**src/rtl/cc_scheduler.sv**
```systemverilog
// Clock-compensation scheduler: periodically reserves the TX lanes for a
// fixed-length CC sequence, back-pressuring user AXI-stream data meanwhile.
module cc_scheduler #(
  parameter int unsigned CC_PERIOD = 5000,
  parameter int unsigned CC_LENGTH = 6,
  parameter int unsigned CNT_SIZE  = 16,
  // Derived widths; CC_LENGTH = 1 would otherwise give a zero-width index.
  localparam int unsigned PW = (CC_PERIOD > 1) ? $clog2(CC_PERIOD) : 1,
  localparam int unsigned IW = (CC_LENGTH > 1) ? $clog2(CC_LENGTH) : 1
) (
  input  logic                clk,
  input  logic                rst_n,
  input  logic                init_finished,
  input  logic                force_cc,
  input  logic                axi_valid,
  input  logic                axi_last,
  output logic                axi_ready,
  output logic                cc_active,
  output logic [IW-1:0]       cc_symbol_idx,
  output logic                frame_open,
  output logic [CNT_SIZE-1:0] cc_count
);

  localparam logic [PW-1:0] PMAX = PW'(CC_PERIOD - 1);
  localparam logic [IW-1:0] IMAX = IW'(CC_LENGTH - 1);

  typedef enum logic [1:0] {StOff, StRun, StCc} state_e;

  state_e              state_q, state_d;
  logic [PW-1:0]       pcnt_q, pcnt_d;
  logic [IW-1:0]       idx_q, idx_d;
  logic                frame_q, frame_d;
  logic [CNT_SIZE-1:0] count_q, count_d;
  logic                force_q, force_d;
  logic                pend_q, pend_d;

  logic          pcnt_wrap;
  logic [PW-1:0] pcnt_inc;
  logic          accept;

  assign axi_ready     = (state_q == StRun);
  assign cc_active     = (state_q == StCc);
  assign cc_symbol_idx = idx_q;
  assign frame_open    = frame_q;
  assign cc_count      = count_q;

  assign pcnt_wrap = (pcnt_q == PMAX);
  assign pcnt_inc  = pcnt_wrap ? '0 : pcnt_q + 1'b1;
  assign accept    = axi_valid & axi_ready;

  // Next-state: mode transitions, period counter, force/pending latches, frame tracking.
  always_comb begin
    state_d = state_q;
    pcnt_d  = pcnt_q;
    idx_d   = idx_q;
    frame_d = frame_q;
    count_d = count_q;
    force_d = force_q;
    pend_d  = pend_q;
    if (!init_finished) begin
      // Channel lost: drop everything except the completed-sequence count.
      state_d = StOff;
      pcnt_d  = '0;
      idx_d   = '0;
      frame_d = 1'b0;
      force_d = 1'b0;
      pend_d  = 1'b0;
    end else begin
      if (accept) frame_d = ~axi_last;
      unique case (state_q)
        StOff: begin
          state_d = StRun;
          pcnt_d  = '0;
        end
        StRun: begin
          pcnt_d = pcnt_inc;
          if (pcnt_wrap || force_q || pend_q) begin
            // A force_cc arriving on a start edge is absorbed by that start.
            state_d = StCc;
            idx_d   = '0;
            force_d = 1'b0;
            pend_d  = 1'b0;
            if (force_q) pcnt_d = '0;
          end else if (force_cc) begin
            force_d = 1'b1;
          end
        end
        StCc: begin
          pcnt_d = pcnt_inc;
          if (force_cc) force_d = 1'b1;
          // Periodic slot falling inside a CC is owed, not dropped.
          if (pcnt_wrap) pend_d = 1'b1;
          if (idx_q == IMAX) begin
            state_d = StRun;
            idx_d   = '0;
            count_d = count_q + 1'b1;
          end else begin
            idx_d = idx_q + 1'b1;
          end
        end
        default: state_d = StOff;
      endcase
    end
  end

  // State registers with asynchronous active-low reset.
  always_ff @(posedge clk or negedge rst_n) begin
    if (!rst_n) begin
      state_q <= StOff;
      pcnt_q  <= '0;
      idx_q   <= '0;
      frame_q <= 1'b0;
      count_q <= '0;
      force_q <= 1'b0;
      pend_q  <= 1'b0;
    end else begin
      state_q <= state_d;
      pcnt_q  <= pcnt_d;
      idx_q   <= idx_d;
      frame_q <= frame_d;
      count_q <= count_d;
      force_q <= force_d;
      pend_q  <= pend_d;
    end
  end

endmodule

```
**config.mk**
```make
export PLATFORM = sky130hd
export DESIGN_NAME = cc_scheduler
export DESIGN_NICKNAME = d
export VERILOG_FILES = /design/src/rtl/cc_scheduler.sv
export SDC_FILE = /design/constraint.sdc
export NUM_CORES = 1
export LEC_CHECK = 0
export BUFFER_PORTS_ARGS = -buffer_cell sky130_fd_sc_hd__buf_4
export CELL_PAD_IN_SITES_DETAIL_PLACEMENT = 0
export CELL_PAD_IN_SITES_GLOBAL_PLACEMENT = 1
export CORE_UTILIZATION = 40
export DETAILED_ROUTE_END_ITERATION = 7
export GPL_TIMING_DRIVEN = 0
export PLACE_DENSITY = 0.72
export SLEW_MARGIN = 20
export SYNTH_ARGS = -nofsm -noshare
export SYNTH_HDL_FRONTEND = slang
export SYNTH_SLANG_ARGS = --single-unit
```
**constraint.sdc**
```tcl
create_clock -name clk -period 1.7 [get_ports clk]
set_input_delay 0.17 -clock clk [delete_from_list [all_inputs] [get_ports clk]]
set_output_delay 0.17 -clock clk [all_outputs]
set_load 0.03 [all_outputs]
```
==> results.txt, run 1 <==
The fmax came out at 587 MHz. The worst-case register-to-register setup slack came out at -0.004 ns. The overflow left after global routing came out at 0. The count of nets left with antenna violations once routing finished came out at 0. In the synthesized netlist the dominant register cell turns out to be dfrtp_1. The number of instances in the synthesized netlist came out at 174. The root buffer selected by CTS is clkbuf_8. After synthesis the cells add up to 1870 sq um. The share of Yosys cell area claimed by the top area cell type is 49.5%. The final worst hold slack came out at 0.191 ns.

For the worst-skew pair, the clock arrives at the later sink with an insertion delay of 0.29 ns. Entering global routing, the biggest net connects 38 pins. The worst endpoint data arrival time came out at 1.89 ns.

In the final design database the tool counted 238 nets. The flow ran to the end, but the final reports show violations. Summing the areas of all xor and xnor instances in the mapped netlist gives 11.2% of the synthesized area.

The overall power came out at 2.61 mW. By instance count, the leading cell after synthesis is dfrtp_1. Routability-driven placement finished with a final weighted congestion of 0.758.

By area the synthesized netlist is led by dfrtp_1 49%, xnor2_1 9.4%, ha_1 3.3%. The count of final max-slew check failures came out at 0. The synthesized-area fraction occupied by and/or/nand/nor cells is 24.9%. Of the cells placed in the final design, the portion with a size suffix greater than 1 is 32.5%. The instance area after placement is 2170 sq um. The average via count per standard cell came out at 5.46. The synthesized netlist net count came out at 185.

The die covers 4960 sq um. The total number of yosys warnings came out at 0. Across every metal layer, demand over resource in global routing totals 18.1%. The worst setup path is of the register to register kind. The number of synthesized register bits is 37.

The DRC violation count after routing is 0. The synthesized netlist devotes 7.95% of its cell area to compound gates. Once the floorplan was initialized, standard cells occupied 42.4% of the core. The count of pins on the block boundary came out at 28. The final cell area excluding filler cells is 2480 sq um.

In this run the worst path has a maximum fanout of 4. Clock tree synthesis found a total of 37 sinks. The checks that failed: negative setup slack. The tool flagged a number of max-cap violations equal to 0.

The number of antenna violations at the first check in global routing came to 0. After detailed routing, the total wire length is 4.23 mm. The multiplexer share of the synthesized area came out at 1.14%. The leakage power of the design came out at 1.15 nW. The standard-cell row count came out at 24. STA classifies the critical path endpoint as a register. The total placed cells including tap cells is 253. The worst path required time came out at 1.88 ns. The layout has 396 filler cells. For the finished layout, the period the worst path requires is 1.70 ns.

The count of cell types in the netlist is 44. STA classifies the critical path startpoint as a register. The DRC marker count from the first detailed-route iteration came out at 97. Compared with the post-synthesis result, the final layout area differs by 32.6%. Summed over all instances, the cell type with the most area after synthesis is dfrtp_1.

By area, the combinational part of the netlist is dominated by simple AND/OR/NAND/NOR gates. The via count of the first global-routing pass was 1509. The wire-length estimate of the detail-placed layout is 2.76 mm. The number of hold violations in the final report is 0. Ranked by instance count, the synthesized netlist is headed by 37 x dfrtp_1, 20 x xnor2_1, 13 x nand2_1. The TritonCTS buffer count came out at 5. Across all setup checks in the final design, the least slack found is -0.00419 ns. The TritonCTS clock tree is built. The number of diodes is 0. The final core area utilization came out at 56.2%.

The share of flip-flops with an asynchronous set or reset after synthesis is 100%. The synthesized netlist devotes 3.34% of its cell area to adder and majority cells. The class of the worst hold path is input pin to register. Setup repair after global routing could not meet its margin everywhere. Clock-pin slew was measured on the worst setup and hold paths at 0.08 ns. The register area share after synthesis came out at 49.5%.

In this run the power density over the cells is 1050 nW/um^2. The number of buffers inserted by port buffering came out at 27. The mean instance size in the synthesized netlist is 10.8 sq um. The overall die width is 70.4 microns. The total number of vias came out at 1528. The placeable core region is 4410 sq um.

The transition time at the pin with the least slew margin is 0.477 ns. The average wire length per cell after detail routing is 15.1 microns. The first global-routing pass estimated 7.08 mm of wire. The first TritonRoute pass finished after 4 iterations. The worst-case clock buffer depth is 2. The finished layout holds 280 standard cells, fillers aside. The worst pin sits at a relative slew slack of 68.2%. The setup violation total in the final timing report is 1.

The die is 70.4 microns tall. The CTS H-tree depth is 2. The maximum ir drop on the vdd rail is 485 uV. The setup clock skew after layout is 0.00524 ns. The number of synthesized flops with an enable pin is 0.

The share of the clock period used by the worst path after layout is 100%.
==> cells by family (layout without fill, tap and decap cells) <==
family / count (synthesis) / after routing
compound gates: 21 / 22
xor+xnor: 24 / 24
fa+ha+maj: 5 / 5
buf+inv: 9 / 62
flops: 37 / 37
mux: 2 / 2
simple gates: 76 / 76
==> per-layer routing <==
metal,wire length (microns),vias up,global-route usage [%]
met1,1910,756,23.7
met3,176,7,5.05
met4,51,0,5.56
met2,2090,33,29.0
met5,0,-,0
li1,-,732,-
==> report_power, final <==
group	switching, mW	leakage [nW]	internal, mW
Combinational	0.572	0.593	0.445
Clock	0.315	0.0450	0.284
Sequential	0.0560	0.512	0.935
Total	0.943	1.15	1.66
==> flip-flops by register name, indices dropped and copies added, names as in the netlist <==
signal and flops:
frame_open 1, pcnt_q 13, force_q 1, pend_q 1, cc_symbol_idx 3, cc_count 16, state_q 2
==> critical path, stage by stage (launching register included) <==
cell	delay, ns
dfrtp_2	0.45
nor4b_4	0.32
and4b_2	0.33
o21ai_1	0.14
a221o_1	0.37
==> cell usage in the layout, fill, tap and decap left out, types with 3 or more instances in the layout <==
| cell type | Yosys | layout |
|---|---|---|
| dfrtp_1 | 37 | 36 |
| a21oi_1 | 5 | 4 |
| and3_1 | 6 | 6 |
| nand2_1 | 13 | 12 |
| nand4_1 | 8 | 8 |
| nand3_1 | 6 | 6 |
| xor2_1 | 4 | 4 |
| nor3_1 | 5 | 5 |
| nor3b_1 | 4 | 4 |
| nor2_1 | 12 | 12 |
| buf_4 | 0 | 44 |
| nand3b_1 | 5 | 5 |
| xnor2_1 | 20 | 20 |
| ha_1 | 5 | 3 |
| clkbuf_8 | 0 | 5 |
| inv_1 | 5 | 3 |
==> area by class of cell <==
type	instances	area, sq um	area share, %
plain buffers	3	20.0	0.806
multi-input cells	129	1020	41.0
well taps	52	65.1	2.62
flip-flops and latches	37	927	37.3
repair buffers	46	352	14.2
clock buffers	6	72.6	2.92
clock inverters	2	10.0	0.403
inverters	5	18.8	0.756
==> per-stage QoR <==
step,TNS [ns],worst slack (ns)
floorplan,0,0.0106
global placement,-2.06,-0.164
detailed placement,-2.67,-0.216
CTS,0,0.00211
global route,-0.375,-0.0624
finish,-0.00419,-0.00419
==> worst paths after layout <==
kind / startpoint / end / cells past startpoint
worst max-delay path: pcnt_q[5]$_DFFE_PN0P_ / cc_symbol_idx[2]$_DFFE_PN0P_ / 4
worst min-delay path: force_cc / force_q$_DFFE_PN0P_ / 3
worst max register to register: pcnt_q[5]$_DFFE_PN0P_ / cc_symbol_idx[2]$_DFFE_PN0P_ / 4
worst min register to register: cc_count[15]$_DFFE_PN0P_ / cc_count[15]$_DFFE_PN0P_ / 1
max in group asynchronous: rst_n / pcnt_q[5]$_DFFE_PN0P_ / 2
min in group asynchronous: rst_n / state_q[0]$_DFFE_PN0P_ / 2
==> what timing repair did <==
item / in CTS / in global routing
hold buffers: 1 / 0
buffers inserted: 6 / 12
cloned: 0 / 1
hold endpoints to repair: 37 / 0
gates resized for setup: 12 / 6
endpoints found under the setup margin: 27 / 25
pin swaps: 2 / 9
Note: power is estimated with default switching activity, not from simulation.
==> run 2, diff against run 1 <==
--- a/config.mk
+++ b/config.mk
@@ -12,6 +12,7 @@
 export DETAILED_ROUTE_END_ITERATION = 7
 export GPL_TIMING_DRIVEN = 0
 export PLACE_DENSITY = 0.72
+export RECOVER_POWER = 25
 export SLEW_MARGIN = 20
 export SYNTH_ARGS = -nofsm -noshare
 export SYNTH_HDL_FRONTEND = slang
==> run 2 against run 1 <==
Effect of this change:
- the run still ends with negative setup slack left
- first-iteration DRC count stayed put
- sequential share of layout area hardly changed
- hold slack unchanged
- utilization down 0.057 points
- routed wire length about the same
- setup slack is the same
- total power about the same
- via count did not move
- critical path depth stayed put
- largest cell class unchanged
==> results.txt, run 2 (synthesis results as in run 1) <==
The count of buffering cells on the critical path with inverters included is 0 (unchanged). The first-pass GRT wire length is 7.08 mm (unchanged). The overall routing resource usage came out at 18.1% (unchanged). The TritonCTS buffer count came out at 5 (unchanged). The clock period minus final worst setup slack came out at 1.70 ns (unchanged). The average wire length per cell after detail routing is 15.1 microns (about the same).

The initial core utilization came to 42.4% (unchanged). Setup repair after global routing could not meet its margin everywhere. The final worst hold slack came out at 0.191 ns (unchanged).

The clock sink total came out at 37 (unchanged). The delay of the slowest cell on the worst path is 0.45 ns (about the same). The worst path required time came out at 1.88 ns (about the same). The library cell used most frequently in the layout, excluding fill and tap cells, is buf_4. The fmax came out at 587 MHz (unchanged). The worst setup path is launched from a register.

Walking the worst path, the cells encountered are nor4b_4 -> and4b_2 -> o21ai_1 -> a221o_1. The final reports fail on negative setup slack. The final cell area excluding filler cells came out at 2480 sq um (-0.10%). The share of layout cells above drive strength 1 came out at 32.5% (unchanged). The setup path with the least slack is of type register to register. The worst reg2reg path depth came to 4 (unchanged). The setup clock skew after layout is 0.00524 ns (unchanged). The clock transition at the registers of the reported paths is 0.08 ns (about the same). The number of flip-flops in the largest register was 16 (unchanged).

The HPWL after detailed placement is 2.76 mm (unchanged). The critical path capture point type is a register. The total number of cells along the worst setup path is 4 (unchanged). The transition time at the pin with the least slew margin is 0.937 ns (+0.460 ns). The number of antenna violations at the first check in global routing came out at 0 (unchanged).

The number of max-cap violations came out at 0 (unchanged). The headroom to the max-slew limit came to 37.5% (-31 points). The overall die height is 70.4 microns (unchanged).

The CTS H-tree depth came out at 2 (unchanged). The maximum ir drop on the vdd rail came out at 485 uV (about the same). The cell sitting at the root of the clock tree is a clkbuf_8.

The run finished, with violations left. The instance area after placement came out at 2170 sq um (unchanged). The leakage power of the design came out at 1.15 nW (about the same).

The biggest fanout along the worst timing path came out at 4 (unchanged). The via count of the first global-routing pass is 1509 (unchanged). The placer congestion estimate came out at 0.758 (unchanged).

The die footprint is 4960 sq um (unchanged). The worst-case register-to-register setup slack came out at -0.004 ns (about the same). The number of diodes came to 0 (unchanged).

The overflow left after global routing came to 0 (unchanged). The standard-cell row count is 24 (unchanged). The DRC marker count from the first detailed-route iteration is 97 (unchanged). The number of hold violations in the final report is 0 (unchanged). The final-stage net count is 238 (unchanged). The DRC violation count after routing came to 0 (unchanged). The number of fill cells in the layout came out at 396 (unchanged).

In the layout the commonest cells are 43 x buf_4, 36 x dfrtp_1, 20 x xnor2_1. The cell family contributing the most delay on the critical path is simple AND/OR/NAND/NOR gates. The number of buffers inserted by port buffering is 27 (unchanged). The average via count per standard cell is 5.46 (unchanged).

The areal power density over the cells is 1050 nW/um^2 (about the same). The worst endpoint data arrival time is 1.89 ns (about the same). The path class of the tightest hold or removal check is input pin to register. The worst path setup slack after routing came out at -0.00419 ns (unchanged). The number of nets with antenna violations after detailed routing came to 0 (unchanged).

The share of the clock period used by the worst path after layout came out at 100% (unchanged). The count of pins on the block boundary is 28 (unchanged). The worst-case clock buffer depth came out at 2 (unchanged).

The number of detailed-routing iterations run before antenna repair is 4 (unchanged). The slowest cell on the critical path is dfrtp_2. The placeable core region is 4410 sq um (unchanged). The worst hold path stage count was 3 (unchanged). The synthesis-to-finish area growth came out at 32.5%. The total length of routed wires came out at 4.23 mm (about the same). The setup violation total in the final timing report was 1 (unchanged). The total number of vias came out at 1528 (unchanged).

The maximum number of pins on one net before global-route repair came out at 38 (unchanged). The clock insertion delay at the later pin of the skew report came to 0.29 ns (about the same). The overall die width is 70.4 microns (unchanged).

TritonCTS built the clock tree. The count of final max-slew check failures came out at 0 (unchanged).
run 2: path summary, 6_finish.rpt:
kind                                                 to                     start
max                        cc_symbol_idx[2]$_DFFE_PN0P_     pcnt_q[5]$_DFFE_PN0P_
min                                 force_q$_DFFE_PN0P_                  force_cc
max reg2reg                cc_symbol_idx[2]$_DFFE_PN0P_     pcnt_q[5]$_DFFE_PN0P_
min reg2reg                    cc_count[15]$_DFFE_PN0P_  cc_count[15]$_DFFE_PN0P_
max in group asynchronous         pcnt_q[5]$_DFFE_PN0P_                     rst_n
min in group asynchronous        state_q[0]$_DFFE_PN0P_                     rst_n
run 2: stage by stage:
stage | utilization, % | instances | TNS (ns) | power, mW | setup slack (ns)
after floorplan | - | 174 | 0 | 1.53 | 0.0106
after global placement | 49.1 | 253 | -2.06 | 1.70 | -0.164
after detailed placement | 49.1 | 253 | -2.67 | 1.73 | -0.216
after CTS | 53.4 | 268 | 0 | 2.47 | 0.00211
after global routing | 56.2 | 280 | -0.375 | 2.76 | -0.0624
final | 56.2 | 280 | -0.00419 | 2.61 | -0.00419
run 2: worst min-delay path: cells and delay by family:
family / cells / cell delay [ns]
buffers and inverters: 1 / 0.08
AO/OA/AOI/OAI: 2 / 0.19
run 2: cell type report:
class | count | area, sq um | share of cell area [%]
Buffer | 3 | 20.0 | 0.807
Clock buffer | 6 | 72.6 | 2.93
Clock inverter | 2 | 10.0 | 0.404
Inverter | 5 | 18.8 | 0.757
Multi-Input combinational cell | 129 | 1020 | 41.0
Sequential cell | 37 | 927 | 37.4
Tap cell | 52 | 65.1 | 2.62
Timing Repair Buffer | 46 | 349 | 14.1
run 2: where the power goes:
group / switching [mW] / internal (mW) / leakage [nW]
Sequential: 0.0560 / 0.935 / 0.512
Clock: 0.315 / 0.284 / 0.0450
Combinational: 0.572 / 0.444 / 0.592
run 2: repair_timing:
| item | CTS | global route |
|---|---|---|
| hold buffers | 1 | 0 |
| cloned | 0 | 1 |
| setup buffers | 6 | 12 |
| gates resized for setup | 12 | 6 |
| setup endpoints to repair | 27 | 25 |
| pin swaps | 2 | 9 |
| hold endpoints to repair | 37 | 0 |
run 2: routing by layer:
| metal | vias to the layer above | share of wire [%] | global-route usage [%] |
|---|---|---|---|
| li1 | 732 | - | - |
| met1 | 756 | 45 | 23.7 |
| met2 | 33 | 50 | 29.0 |
| met3 | 7 | 4.2 | 5.05 |
| met4 | 0 | 1.2 | 5.56 |
| met5 | - | 0 | 0 |
==> run 3, diff against run 2 <==
--- a/config.mk
+++ b/config.mk
@@ -5,14 +5,16 @@
 export SDC_FILE = /design/constraint.sdc
 export NUM_CORES = 1
 export LEC_CHECK = 0
+export ABC_AREA = 1
 export BUFFER_PORTS_ARGS = -buffer_cell sky130_fd_sc_hd__buf_4
 export CELL_PAD_IN_SITES_DETAIL_PLACEMENT = 0
 export CELL_PAD_IN_SITES_GLOBAL_PLACEMENT = 1
-export CORE_UTILIZATION = 40
+export CORE_UTILIZATION = 38
 export DETAILED_ROUTE_END_ITERATION = 7
 export GPL_TIMING_DRIVEN = 0
 export PLACE_DENSITY = 0.72
 export RECOVER_POWER = 25
+export SKIP_CTS_REPAIR_TIMING = 1
 export SLEW_MARGIN = 20
 export SYNTH_ARGS = -nofsm -noshare
 export SYNTH_HDL_FRONTEND = slang
==> run 3 against run 2 <==
Effect of this change:
- critical path depth up 5
- first-iteration DRC count is 32% lower
- highest routed layer unchanged
- utilization shrank 7.4 points
- the run now ends clean
- clock-buffer cell count increased by 1
- via count is 25% higher
- sequential share of layout area decreased by 2.8 points
- sequential cell count unchanged
- clock skew shrank 0.00084 ns
- non-clock buffer count fell by 13
==> results.txt, run 3 <==
The flow ran to the end, and the final reports show no timing, DRC or antenna violations. The number of synthesized register bits is 37 (unchanged). The overall die height came out at 77.8 microns (+10%). The first-pass GRT wire length came out at 8.46 mm (+19%). The average wire length per cell after detail routing was 11.6 microns (-23%). The number of diodes is 0 (unchanged). The placeable core region came out at 5510 sq um (+25%). The die footprint came out at 6050 sq um (+22%). The biggest fanout along the worst timing path is 7 (+3).

The synthesis-to-finish area growth came out at 23.0%. The CTS H-tree depth is 2 (unchanged). The class of the worst hold path is input pin to register.

The number of detailed-routing iterations run before antenna repair came out at 4 (unchanged). The worst-case clock buffer depth is 2 (unchanged). The number of nets with antenna violations after detailed routing was 0 (unchanged). The clock sink total is 37 (unchanged). The worst path required time is 1.87 ns (about the same). The share of flip-flops with an asynchronous set or reset after synthesis is 100% (unchanged). The average via count per standard cell came out at 4.75 (-13%).

The count of cell types in the netlist came to 31 (-30%). Among all flip-flop cells after synthesis, the most frequent one is dfrtp_1. The overall power is 2.43 mW (-6.7%). In the layout the commonest cells are 79 x nand2_1, 36 x inv_1, 36 x dfrtp_1. The number of hold violations in the final report was 0 (unchanged). The worst hold path stage count came to 2 (-1). The number of max-cap violations was 0 (unchanged).

The leakage power of the design came to 1.29 nW (+12%). The largest total area in the synthesized netlist belongs to dfrtp_1. The root buffer selected by CTS is clkbuf_8. The setup clock skew after layout came out at 0.00440 ns (-0.000843 ns).

The mean instance size in the synthesized netlist is 7.58 sq um (-30%). The clock transition at the registers of the reported paths came out at 0.07 ns (about the same). The share of Yosys cell area claimed by the top area cell type was 42.4% (-7.0 points). The DRC violation count after routing came out at 0 (unchanged). The instance area after placement came out at 2470 sq um (+14%). The number of antenna violations at the first check in global routing came out at 0 (unchanged).

The netlist area before placement is 2180 sq um (+17%). The total placed cells including tap cells came out at 386 (+53%). The register area share after synthesis was 42.4% (-7.0 points). The fmax came out at 638 MHz (+8.7%). The worst endpoint data arrival time is 1.74 ns (-0.15 ns). The critical path capture point type is a register. The count of pins on the block boundary is 28 (unchanged). TritonCTS built the clock tree.

The transition time at the pin with the least slew margin is 0.942 ns (+0.00490 ns). The maximum ir drop on the vdd rail is 667 uV (+37%). The worst reg2reg path depth came out at 9 (+5). The headroom to the max-slew limit is 37.2% (-0.33 points). The overall die width came to 77.8 microns (+10%). STA classifies the critical path startpoint as a register. By startpoint and endpoint, the worst setup path is classified as register to register. The total length of routed wires came out at 4.66 mm (+10%). The final cell area excluding filler cells is 2680 sq um (+8.2%).

The synthesized netlist net count came to 299 (+62%). The number of flip-flops in the largest register came out at 16 (unchanged). The final-stage net count came out at 340 (+43%). The HPWL after detailed placement was 3.46 mm (+25%). The DRC marker count from the first detailed-route iteration is 66 (-32%).

The maximum number of pins on one net before global-route repair is 38 (unchanged). The library cell used most frequently in the layout, excluding fill and tap cells, is nand2_1. The clock insertion delay at the later pin of the skew report came out at 0.28 ns (about the same). The clock period minus final worst setup slack is 1.57 ns (-0.136 ns).

The total number of yosys warnings came to 0 (unchanged). The initial core utilization is 39.6% (-2.8 points). The count of final max-slew check failures is 0 (unchanged). The worst-case register-to-register setup slack came out at 0.13 ns (+0.14 ns). The number of instances in the synthesized netlist came out at 288 (+66%).

The areal power density over the cells came to 907 nW/um^2 (-14%). The placer congestion estimate came out at 0.771 (+1.7%). The via count of the first global-routing pass came out at 1857 (+23%). The standard-cell row count came out at 27 (+13%). The number of standard cells in the final layout excluding fillers is 401 (+43%). Yosys attributes the largest share of cell area to dfrtp_1 42%, nand2_1 14%, inv_1 6.2%. The overall routing resource usage came out at 17.6% (-0.46 points). The setup violation total in the final timing report was 0 (-1).

The share of the clock period used by the worst path after layout was 92.2% (-8.0 points). The share of layout cells above drive strength 1 is 20.7% (-12 points). The total number of vias is 1903 (+25%). Yosys instantiated no cell more often than nand2_1. The TritonCTS buffer count is 5 (unchanged).

The worst path setup slack after routing is 0.132 ns (+0.136 ns). The worst slack at placement came out at -0.100 ns (+0.116 ns). The number of synthesized flops with an enable pin is 0 (unchanged).

The overflow left after global routing came out at 0 (unchanged). The final worst hold slack came out at 0.0699 ns (-0.121 ns). The commonest cells after synthesis are 81 x nand2_1, 37 x dfrtp_1, 36 x inv_1. The number of buffers inserted by port buffering is 26 (-3.7%).
-- run 3: cell type report --
cell class / count / area, sq um
timing repair buffer: 34 / 255
tap: 72 / 90.1
multi-input combinational: 210 / 1160
clock buffer: 7 / 86.3
sequential: 37 / 927
inverter: 39 / 154
fill: 571 / 2820
buffer: 2 / 12.5
-- run 3: worst max-delay path: stages, from the launching register on --
cell     delay [ns]
dfrtp_1        0.40
inv_1          0.14
ha_4           0.19
nand2_2        0.10
nor2_8         0.17
nand2_4        0.08
nor2_4         0.11
nand2_2        0.09
o21ai_1        0.12
nand2_1        0.05
-- run 3: kinds of logic after synthesis --
| family | after synthesis | synth area share (%) |
|---|---|---|
| flip-flops | 37 | 42.4 |
| adder cells (fa/ha/maj) | 5 | 2.87 |
| AO/OA/AOI/OAI | 26 | 6.65 |
| AND/OR/NAND/NOR | 169 | 36.8 |
| buffers and inverters | 41 | 7.28 |
| XOR/XNOR | 10 | 4.01 |
-- run 3: through the flow --
| stage | TNS, ns | util [%] |
|---|---|---|
| 2_1_floorplan | 0 | - |
| 3_3_place_gp | -0.119 | 44.9 |
| 3_5_place_dp | -0.139 | 44.9 |
| 4_1_cts | -0.236 | 46.4 |
| 5_1_grt | -0.00589 | 48.7 |
| 6_report | 0 | 48.7 |
-- run 3: path summary, 6_finish.rpt --
kind                                   startpoint                      end
min reg2reg                 pcnt_q[9]$_DFFE_PN0P_    pcnt_q[9]$_DFFE_PN0P_
min                                      axi_last   frame_open$_DFFE_PN0P_
max                        state_q[0]$_DFFE_PN0P_  cc_count[9]$_DFFE_PN0P_
min in group asynchronous                   rst_n   pcnt_q[11]$_DFFE_PN0P_
max in group asynchronous                   rst_n    pcnt_q[0]$_DFFE_PN0P_
max reg2reg                state_q[0]$_DFFE_PN0P_  cc_count[9]$_DFFE_PN0P_
-- run 3: metal layers --
layer  share of wire [%]  global-route usage, %  routed length [microns]
met5                   0                      0                        0
met4                0.94                   4.53                       44
met3                 3.8                   4.24                      176
met2                  46                   28.6                     2140
met1                  49                   23.4                     2310
-- run 3: report_power, final --
group | switching, mW | leakage [nW] | internal (mW)
combinational | 0.533 | 0.751 | 0.281
sequential | 0.0624 | 0.491 | 0.937
clock | 0.297 | 0.0443 | 0.322
